--- src/rtl/fwd_hazard_unit.sv ---
// fwd_hazard_unit: operand-forwarding and load-use hazard control for the
// EX-stage operand muxes of a 5-stage pipeline. Keeps a short shadow of the
// in-flight register writes (EX, MEM, WB) and decides, per source operand,
// whether ID must stall and which mux input EX should use.
module fwd_hazard_unit #(
  parameter int unsigned REG_AW = 5,
  parameter bit          FWD_EN = 1'b1
) (
  input  logic              clk,
  input  logic              rst_n,
  input  logic              id_valid,
  input  logic [REG_AW-1:0] id_rs,
  input  logic [REG_AW-1:0] id_rt,
  input  logic              id_use_rs,
  input  logic              id_use_rt,
  input  logic [REG_AW-1:0] id_rd,
  input  logic              id_reg_write,
  input  logic              id_is_load,
  input  logic              flush,
  output logic              stall,
  output logic [1:0]        ex_fwd_a_sel,
  output logic [1:0]        ex_fwd_b_sel,
  output logic              ex_valid,
  output logic              wb_valid,
  output logic [REG_AW-1:0] wb_rd
);

  // Operand mux select encoding; 3 is never produced.
  localparam logic [1:0] SEL_REGFILE = 2'd0;
  localparam logic [1:0] SEL_EX_MEM  = 2'd1;
  localparam logic [1:0] SEL_MEM_WB  = 2'd2;

  // The EX slot is the only one whose load flag matters (load-use check).
  typedef struct packed {
    logic              valid;
    logic [REG_AW-1:0] rd;
    logic              wr;
    logic              load;
  } ex_slot_t;

  ex_slot_t          ex_q;
  logic              mem_valid_q;
  logic [REG_AW-1:0] mem_rd_q;
  logic              mem_wr_q;
  logic              wb_valid_q;
  logic [REG_AW-1:0] wb_rd_q;
  logic [1:0]        sel_a_q;
  logic [1:0]        sel_b_q;

  logic              ex_prod;
  logic              mem_prod;
  logic              rs_read;
  logic              rt_read;
  logic              a_ex;
  logic              a_mem;
  logic              b_ex;
  logic              b_mem;
  logic              raw_stall;
  logic [1:0]        sel_a_d;
  logic [1:0]        sel_b_d;

  // A slot produces a value only if it is a real write to a non-zero register.
  assign ex_prod  = ex_q.valid & ex_q.wr & (ex_q.rd != '0);
  assign mem_prod = mem_valid_q & mem_wr_q & (mem_rd_q != '0);

  // r0 is hard-wired, so reading it never creates a dependency.
  assign rs_read  = id_valid & id_use_rs & (id_rs != '0);
  assign rt_read  = id_valid & id_use_rt & (id_rt != '0);

  assign a_ex     = rs_read & ex_prod  & (ex_q.rd  == id_rs);
  assign a_mem    = rs_read & mem_prod & (mem_rd_q == id_rs);
  assign b_ex     = rt_read & ex_prod  & (ex_q.rd  == id_rt);
  assign b_mem    = rt_read & mem_prod & (mem_rd_q == id_rt);

  // Hazard detection: a load in EX has no result to forward yet; without
  // forwarding every pending EX/MEM write to a source has to drain first.
  always_comb begin
    // NOTE: every signal written in always_comb gets a default first so no path leaves it unassigned and no latch is inferred.
    raw_stall = 1'b0;
    if (FWD_EN) begin
      raw_stall = (a_ex | b_ex) & ex_q.load;
    end else begin
      raw_stall = a_ex | a_mem | b_ex | b_mem;
    end
  end

  // A taken branch kills the ID instruction, so its hazard is irrelevant.
  assign stall = raw_stall & ~flush;

  // Next operand selects: the youngest producer (EX) beats the older (MEM);
  // a WB match needs nothing because the regfile is write-first.
  always_comb begin
    sel_a_d = SEL_REGFILE;
    sel_b_d = SEL_REGFILE;
    if (FWD_EN) begin
      if (a_ex) begin
        sel_a_d = SEL_EX_MEM;
      end else if (a_mem) begin
        sel_a_d = SEL_MEM_WB;
      end
      if (b_ex) begin
        sel_b_d = SEL_EX_MEM;
      end else if (b_mem) begin
        sel_b_d = SEL_MEM_WB;
      end
    end
  end

  // Slot advance: MEM and WB always move; EX takes the ID instruction or a bubble.
  always_ff @(posedge clk or negedge rst_n) begin
    if (!rst_n) begin
      // NOTE: this state is a handful of control flops, not a storage array, so every bit is reset.
      ex_q        <= '0;
      mem_valid_q <= 1'b0;
      mem_rd_q    <= '0;
      mem_wr_q    <= 1'b0;
      wb_valid_q  <= 1'b0;
      wb_rd_q     <= '0;
      sel_a_q     <= SEL_REGFILE;
      sel_b_q     <= SEL_REGFILE;
    end else begin
      // NOTE: non-blocking assignments so each slot captures its neighbour's pre-edge value.
      wb_valid_q  <= mem_valid_q & mem_wr_q;
      wb_rd_q     <= mem_rd_q;
      mem_valid_q <= ex_q.valid;
      mem_rd_q    <= ex_q.rd;
      mem_wr_q    <= ex_q.wr;
      if (flush || stall) begin
        ex_q    <= '0;
        sel_a_q <= SEL_REGFILE;
        sel_b_q <= SEL_REGFILE;
      end else begin
        ex_q    <= '{valid: id_valid, rd: id_rd, wr: id_reg_write, load: id_is_load};
        sel_a_q <= sel_a_d;
        sel_b_q <= sel_b_d;
      end
    end
  end

  assign ex_fwd_a_sel = sel_a_q;
  assign ex_fwd_b_sel = sel_b_q;
  assign ex_valid     = ex_q.valid;
  assign wb_valid     = wb_valid_q;
  assign wb_rd        = wb_rd_q;

endmodule

--- config.mk ---
export PLATFORM = sky130hd
export DESIGN_NAME = fwd_hazard_unit
export DESIGN_NICKNAME = d
export VERILOG_FILES = /design/src/rtl/fwd_hazard_unit.sv
export SDC_FILE = /design/constraint.sdc
export NUM_CORES = 1
export LEC_CHECK = 0
export CORE_MARGIN = 10
export CORE_UTILIZATION = 38
export DETAILED_ROUTE_END_ITERATION = 8
export PLACE_DENSITY_LB_ADDON = 0.1
export SYNTH_ARGS = -nofsm -noshare
export SYNTH_HDL_FRONTEND = slang
export SYNTH_SLANG_ARGS = --single-unit
--- constraint.sdc ---
create_clock -name clk -period 2.85 [get_ports clk]
set_input_delay 0.7125 -clock clk [delete_from_list [all_inputs] [get_ports clk]]
set_output_delay 0.7125 -clock clk [all_outputs]
set_load 0.02 [all_outputs]
==> run_results.csv, run 1 <==
group,metric,value,unit
drt,drt-initial-drc-count,37,
place,placed_cell_area,1687,sq um
place,gp_congestion,0.8726,
drt,first_pass_iters,4,
timing,slew_violations,0,
drt,via_count,935,
final_layout,regArea,625.6,sq um
final_layout,fin_nets,177,
power,peakVddDrop,0.0002193,V
final_layout,antennaDiodeCount,0,
critical_path,crit_required,2.14,ns
critical_path,critPathLaunchType,"primary input",
cts,cts_root_buf,"clkbuf_4",
die,fp.dieH,75.10,microns
global_routing,overflow,0,
cts,cts_tree,"yes",
global_routing,grt_max_degree,26,
timing,fin_worst_skew,0.01206,ns
synth,yosys.area.top_type,"dfrtp_1",
critical_path,cp-endpoint,"stall",
global_routing,antenna_found_initial,0,
timing,worst_slew_pin_slew,0.7560,ns
timing,setup_ws,0.04070,ns
die,fp.coreArea,2829,sq um
final_layout,drive_gt1_share,27.45,%
cts,numCtsBuffers,3,
final_layout,n_fill_cell,248,
critical_path,ff2ff_setup_slack,0.79,ns
timing,rsz0062_at_grt,"false",
worst_hold_path,hold_path.class,"reg -> reg",
cts,clock_path_buffers,2,
final_layout,final_cell_area,1753,sq um
synth,yosysSeqAreaShare,54.23,%
timing,period_needed,2.809,ns
power,p_per_area,392.4,nW/um^2
synth,syn_area,1154,sq um
final_layout,layout.cells.most_common,"dfrtp_1",
drt,ant_nets,0,
cts,insertion_delay,0.33,ns
critical_path,r2r-start,"ex_q[3]$_DFF_PN0_",
timing,max_freq,356.0,MHz
timing,setup_viol,0,
synth,ys_warn_count,0,
drt,drc,0,
final_layout,multi_input_area,543.0,sq um
die,num_rows,19,
cts,htreeDepth,1,
synth,synth_area_leaders,"dfrtp_1 (54%), xnor2_1 (11%), a211oi_1 (5.2%)",
critical_path,worstSetupPathType,"in -> out",
run_status,status,"finished, final reports clean",
critical_path,critPathMaxFanout,3,
final_layout,mostFrequentLayoutCells,"dfrtp_1 (25), clkdlybuf4s50_1 (22), buf_4 (22)",
die,die_area,5640,sq um
critical_path,startpoint,"id_rt[2]",
synth,ys_types,25,
critical_path,cp.arrival,2.10,ns
drt,vias_per_cell,5.082,
die,die_x,75.10,microns
critical_path,worstSetupEndpointType,"output port",
global_routing,grt_pass1_wl,4719,microns
synth,syn_avg_cell_area,12.27,sq um
cts,clk_pin_slew,0.15,ns
synth,syn_inst,94,
place,pre_cts_ws,-0.5947,ns
synth,yosys_register_bits,25,
drt,drt-total-wl,3017,microns
timing,period_share,98.57,%
synth,synth_top_area_share,54.23,%
critical_path,r2r-end,"ex_fwd_b_sel[1]$_DFF_PN0_",
cts,cts.sinks,25,
global_routing,grt_usage,10.97,%
timing,max_slew_margin,49.05,%
timing,finalHoldViolCount,0,
die,start_util,40.78,%
run,drv_cap,0,
critical_path,worst-r2r-cell-count,6,
power,p_leak,0.7847,nW
drt,wl_per_cell,16.40,microns
place,hpwl,2309,microns
final_layout,area_growth,51.95,%
global_routing,grt_pass1_vias,978,
synth,syn-num-nets,117,
die,pin_count,35,
place,port_buffers,34,
-- worst max-delay path, stage by stage --
cell and delay [ns]:
dlygate4sd2_1 0.28, or4_4 0.57, nor2_4 0.12, nor4_4 0.06
o211a_1 0.22, buf_6 0.13
-- repair_timing --
| action | CTS | global route |
|---|---|---|
| gates resized for setup | 25 | 7 |
| setup buffers | 1 | 0 |
| hold buffers | 0 | 0 |
| endpoints found under the setup margin | 1 | 1 |
| pin swaps | 6 | 4 |
-- cell type report --
cell class,instances,area share [%]
Clock buffer,3,1.285
Clock inverter,1,0.4283
Inverter,9,1.927
Multi-Input combinational cell,59,30.98
Sequential cell,25,35.69
Tap cell,31,2.213
Timing Repair Buffer,56,27.48
-- worst min-delay path by stage --
stage	start	end	slack, ns	cells after the start
finish	ex_q[1]$_DFF_PN0_	mem_wr_q$_DFF_PN0_	0.47	0
global route	ex_q[1]$_DFF_PN0_	mem_wr_q$_DFF_PN0_	0.50	0
CTS	ex_q[1]$_DFF_PN0_	mem_wr_q$_DFF_PN0_	0.47	0
detailed placement	ex_q[1]$_DFF_PN0_	mem_wr_q$_DFF_PN0_	0.45	0
global placement	ex_q[1]$_DFF_PN0_	mem_wr_q$_DFF_PN0_	0.44	0
floorplan	rst_n	ex_fwd_a_sel[0]$_DFF_PN0_	0.42	0
-- cell usage after synthesis --
| library cell | instances |
|---|---|
| nand4_1 | 2 |
| clkbuf_1 | 1 |
| nand3_1 | 4 |
| a2111oi_1 | 1 |
| inv_1 | 9 |
| o211ai_1 | 1 |
| nor4_1 | 1 |
| o211ai_4 | 1 |
| nor3_1 | 2 |
| nor3b_1 | 2 |
| xor2_1 | 6 |
| dfrtp_1 | 25 |
| a2111oi_2 | 1 |
| o41ai_2 | 1 |
| nand2_1 | 2 |
| or4_4 | 1 |
| a211oi_1 | 8 |
| nor2_1 | 2 |
| o211a_1 | 2 |
| nor4_2 | 2 |
| and2_1 | 1 |
| or4_1 | 3 |
| xnor2_1 | 14 |
| and4_1 | 1 |
| o211ai_2 | 1 |
-- stage by stage --
| step | hold WS (ns) | util [%] | TNS [ns] | power (mW) | cells |
|---|---|---|---|---|---|
| after floorplan | 0.4169 | - | 0 | 0.4412 | 94 |
| after global placement | 0.4386 | 59.62 | -0.5985 | 0.5259 | 179 |
| after detailed placement | 0.4453 | 59.62 | -0.5947 | 0.5277 | 179 |
| after CTS | 0.4718 | 61.79 | 0 | 0.6906 | 184 |
| after global routing | 0.4982 | 61.96 | 0 | 0.7233 | 184 |
| final | 0.4737 | 61.96 | 0 | 0.6879 | 184 |
-- metal layers --
layer	global-route usage, %	part of all wire [%]
met1	14.90	48
met2	16.57	46
met3	2.234	6.6
met4	4.412	0.27
met5	0	0
-- cell families (layout without fill, tap and decap cells) --
family | after synthesis | after routing | synth area share, %
AO/OA/AOI/OAI | 16 | 16 | 14.10
XOR/XNOR | 20 | 20 | 15.18
buffers and inverters | 10 | 69 | 3.253
flip-flops | 25 | 25 | 54.23
AND/OR/NAND/NOR | 23 | 23 | 13.23
-- state kept, by name (all words and copies together) (netlist names) --
register	cells
ex_q	7
mem_rd_q	5
wb_valid	1
ex_valid	1
mem_valid_q	1
wb_rd	5
ex_fwd_a_sel	2
ex_fwd_b_sel	2
mem_wr_q	1
-- report_power, final --
part	switching [mW]	internal (mW)
logic	0.0631	0.0738
registers	0.0156	0.369
clock network	0.112	0.0536
Note: power is estimated with default switching activity, not from simulation.
==> run 2: changes to the inputs <==
--- a/config.mk
+++ b/config.mk
@@ -5,8 +5,10 @@
 export SDC_FILE = /design/constraint.sdc
 export NUM_CORES = 1
 export LEC_CHECK = 0
+export CELL_PAD_IN_SITES_DETAIL_PLACEMENT = 0
+export CELL_PAD_IN_SITES_GLOBAL_PLACEMENT = 1
 export CORE_MARGIN = 10
-export CORE_UTILIZATION = 38
+export CORE_UTILIZATION = 35
 export DETAILED_ROUTE_END_ITERATION = 8
 export PLACE_DENSITY_LB_ADDON = 0.1
 export SYNTH_ARGS = -nofsm -noshare
==> run 2 against run 1 <==
  * Core utilization down 3.8 points
  * Design area up 3.0%
  * Cell count up 7.6%
  * Sequential power about the same
  * Clock skew down 0.010 ns
  * Die area up 6.2%
  * Power down 0.30%
  * Worst setup slack worse by 0.0086 ns
  * Non-clock buffer count up 1
  * Fmax down 0.30%
  * Sequential share of layout area down 1.0 points
  * Sequential cell count unchanged
  * Critical path type unchanged
  * Critical endpoint unchanged
==> run_results.csv, run 2 (synthesis gave the netlist of run 1 again) <==
group,metric,value,unit
place,pre_cts_ws,-0.5896,ns
cts,cts_tree,"yes",
cts,cts_hold_buf,0,
timing,hold_slack,0.4758,ns
power,p_per_area,379.9,nW/um^2
die,fp.coreArea,3103,sq um
final_layout,final_cell_area,1805,sq um
cts,htreeDepth,1,
final_layout,drive_gt1_share,28.57,%
drt,vias_per_cell,4.727,
timing,finalHoldViolCount,0,
power,p_clk_share,23.3,%
timing,setup_ws,0.03212,ns
drt,ant_nets,0,
critical_path,critPathLaunchType,"primary input",
cts,clk_pin_slew,0.13,ns
power,peakVddDrop,0.0002381,V
worst_hold_path,hold_path.class,"reg -> reg",
power,combinationalPowerShare,20.7,%
drt,via_count,936,
die,num_rows,20,
run,drv_cap,0,
critical_path,crit_chain,"clkdlybuf4s15_1 > or4_4 > o211ai_4 > nor4_4 > o211a_1 > buf_6",
place,port_buffers,34,
final_layout,multi_input_area,553.0,sq um
timing,setup_tns,0,ns
global_routing,overflow,0,
cts,numCtsBuffers,3,
timing,max_freq,354.9,MHz
global_routing,grt_max_degree,26,
die,start_util,37.18,%
cts,insertion_delay,0.32,ns
timing,slew_violations,0,
timing,fin_worst_skew,0.002070,ns
power,p_sw,0.1863,mW
place,hpwl,2325,microns
timing,worst_slew_pin_slew,0.7787,ns
critical_path,slowest_stage,"or4_4",
final_layout,n_fill_cell,275,
timing,setup_viol,0,
drt,drt-initial-drc-count,50,
drt,drc,0,
final_layout,antennaDiodeCount,0,
run_status,status,"finished, final reports clean",
global_routing,grt_usage,9.603,%
die,pin_count,35,
critical_path,critPathMaxFanout,3,
cts,cts.sinks,25,
timing,max_slew_margin,47.52,%
place,dp.cells,191,
die,die_x,77.41,microns
power,seqPwrFrac,56.0,%
timing,period_needed,2.818,ns
timing,period_share,98.87,%
power,p_int,0.4995,mW
global_routing,grt_pass1_wl,4719,microns
drt,drt-total-wl,2948,microns
final_layout,utilization,58.19,%
final_layout,layout.cells.most_common,"dfrtp_1",
die,die_area,5992,sq um
critical_path,crit_required,2.14,ns
cts,clock_path_buffers,2,
final_layout,stdcell_count,198,
final_layout,mostFrequentLayoutCells,"dfrtp_1 (25), buf_4 (23), clkdlybuf4s50_1 (21)",
critical_path,cp_slowest_stage_delay,0.52,ns
final_layout,largest_reg_flops,7,
die,fp.dieH,77.41,microns
drt,first_pass_iters,4,
final_layout,regArea,625.6,sq um
power,finalPower,0.6858,mW
final_layout,top_register,"ex_q",
critical_path,worstSetupPathType,"in -> out",
global_routing,antenna_found_initial,0,
global_routing,grt_pass1_vias,958,
critical_path,worstSetupEndpointType,"output port",
place,gp_congestion,0.9033,
place,placed_cell_area,1695,sq um
critical_path,cp.arrival,2.11,ns
final_layout,area_growth,56.51,%
final_layout,fin_nets,178,
power,switching_share,27.17,%
drt,wl_per_cell,14.89,microns
cts,cts_root_buf,"clkbuf_4",
power,p_leak,0.8089,nW
[run 2: changes by cell type in the layout (fill, tap and decap cells not counted)]
cell | before | now
dlymetal6s2s_1 | 0 | 2
buf_4 | 22 | 23
dlygate4sd2_1 | 8 | 6
clkbuf_2 | 3 | 1
clkdlybuf4s50_1 | 22 | 21
clkdlybuf4s15_1 | 0 | 2
nand3_2 | 1 | 3
nand3_1 | 3 | 1
clkdlybuf4s15_2 | 0 | 1
[run 2: final timing paths]
path                                   start                   endpoint  slack (ns)  cells past startpoint
max                                 id_rs[0]                      stall        0.03                      6
min                        ex_q[1]$_DFF_PN0_         mem_wr_q$_DFF_PN0_        0.48                      0
max reg2reg                ex_q[3]$_DFF_PN0_  ex_fwd_b_sel[1]$_DFF_PN0_        0.83                      6
min reg2reg                ex_q[1]$_DFF_PN0_         mem_wr_q$_DFF_PN0_        0.48                      0
max in group asynchronous              rst_n          ex_q[5]$_DFF_PN0_        1.87                      2
min in group asynchronous              rst_n         wb_rd[4]$_DFF_PN0_        0.74                      2
[run 2: worst max-delay path: cells and delay by family]
family	cells	cell delay [ns]
simple gates	2	0.58
buf+inv	2	0.37
compound gates	2	0.44
[run 2: layer usage]
metal | share of wire [%] | vias up | GRT usage, %
met4 | 1.9 | 0 | 2.737
met5 | 0 | - | 0
met2 | 46 | 36 | 14.46
li1 | - | 458 | -
met1 | 46 | 435 | 13.02
met3 | 6.5 | 7 | 2.765
[run 2: area by class of cell]
| class | count | area share (%) |
|---|---|---|
| Timing Repair Buffer | 57 | 28.14 |
| Tap cell | 44 | 3.049 |
| Sequential cell | 25 | 34.65 |
| Clock inverter | 1 | 0.4158 |
| Inverter | 9 | 1.871 |
| Clock buffer | 3 | 1.247 |
| Multi-Input combinational cell | 59 | 30.63 |
[run 2: what timing repair did]
| action | CTS | global route |
|---|---|---|
| setup endpoints to repair | 1 | 1 |
| resized for setup | 25 | 10 |
| setup buffers | 1 | 2 |
| pin swaps | 7 | 8 |
| endpoints found under the hold margin | 0 | 0 |
[run 2: power groups by stage]
stage               logic [mW]  registers (mW)  clock network (mW)
floorplan               0.0467           0.394                   0
global placement         0.134           0.391                   0
detailed placement       0.135           0.391                   0
CTS                      0.135           0.384               0.166
global route             0.154           0.387               0.179
finish                   0.142           0.384               0.160
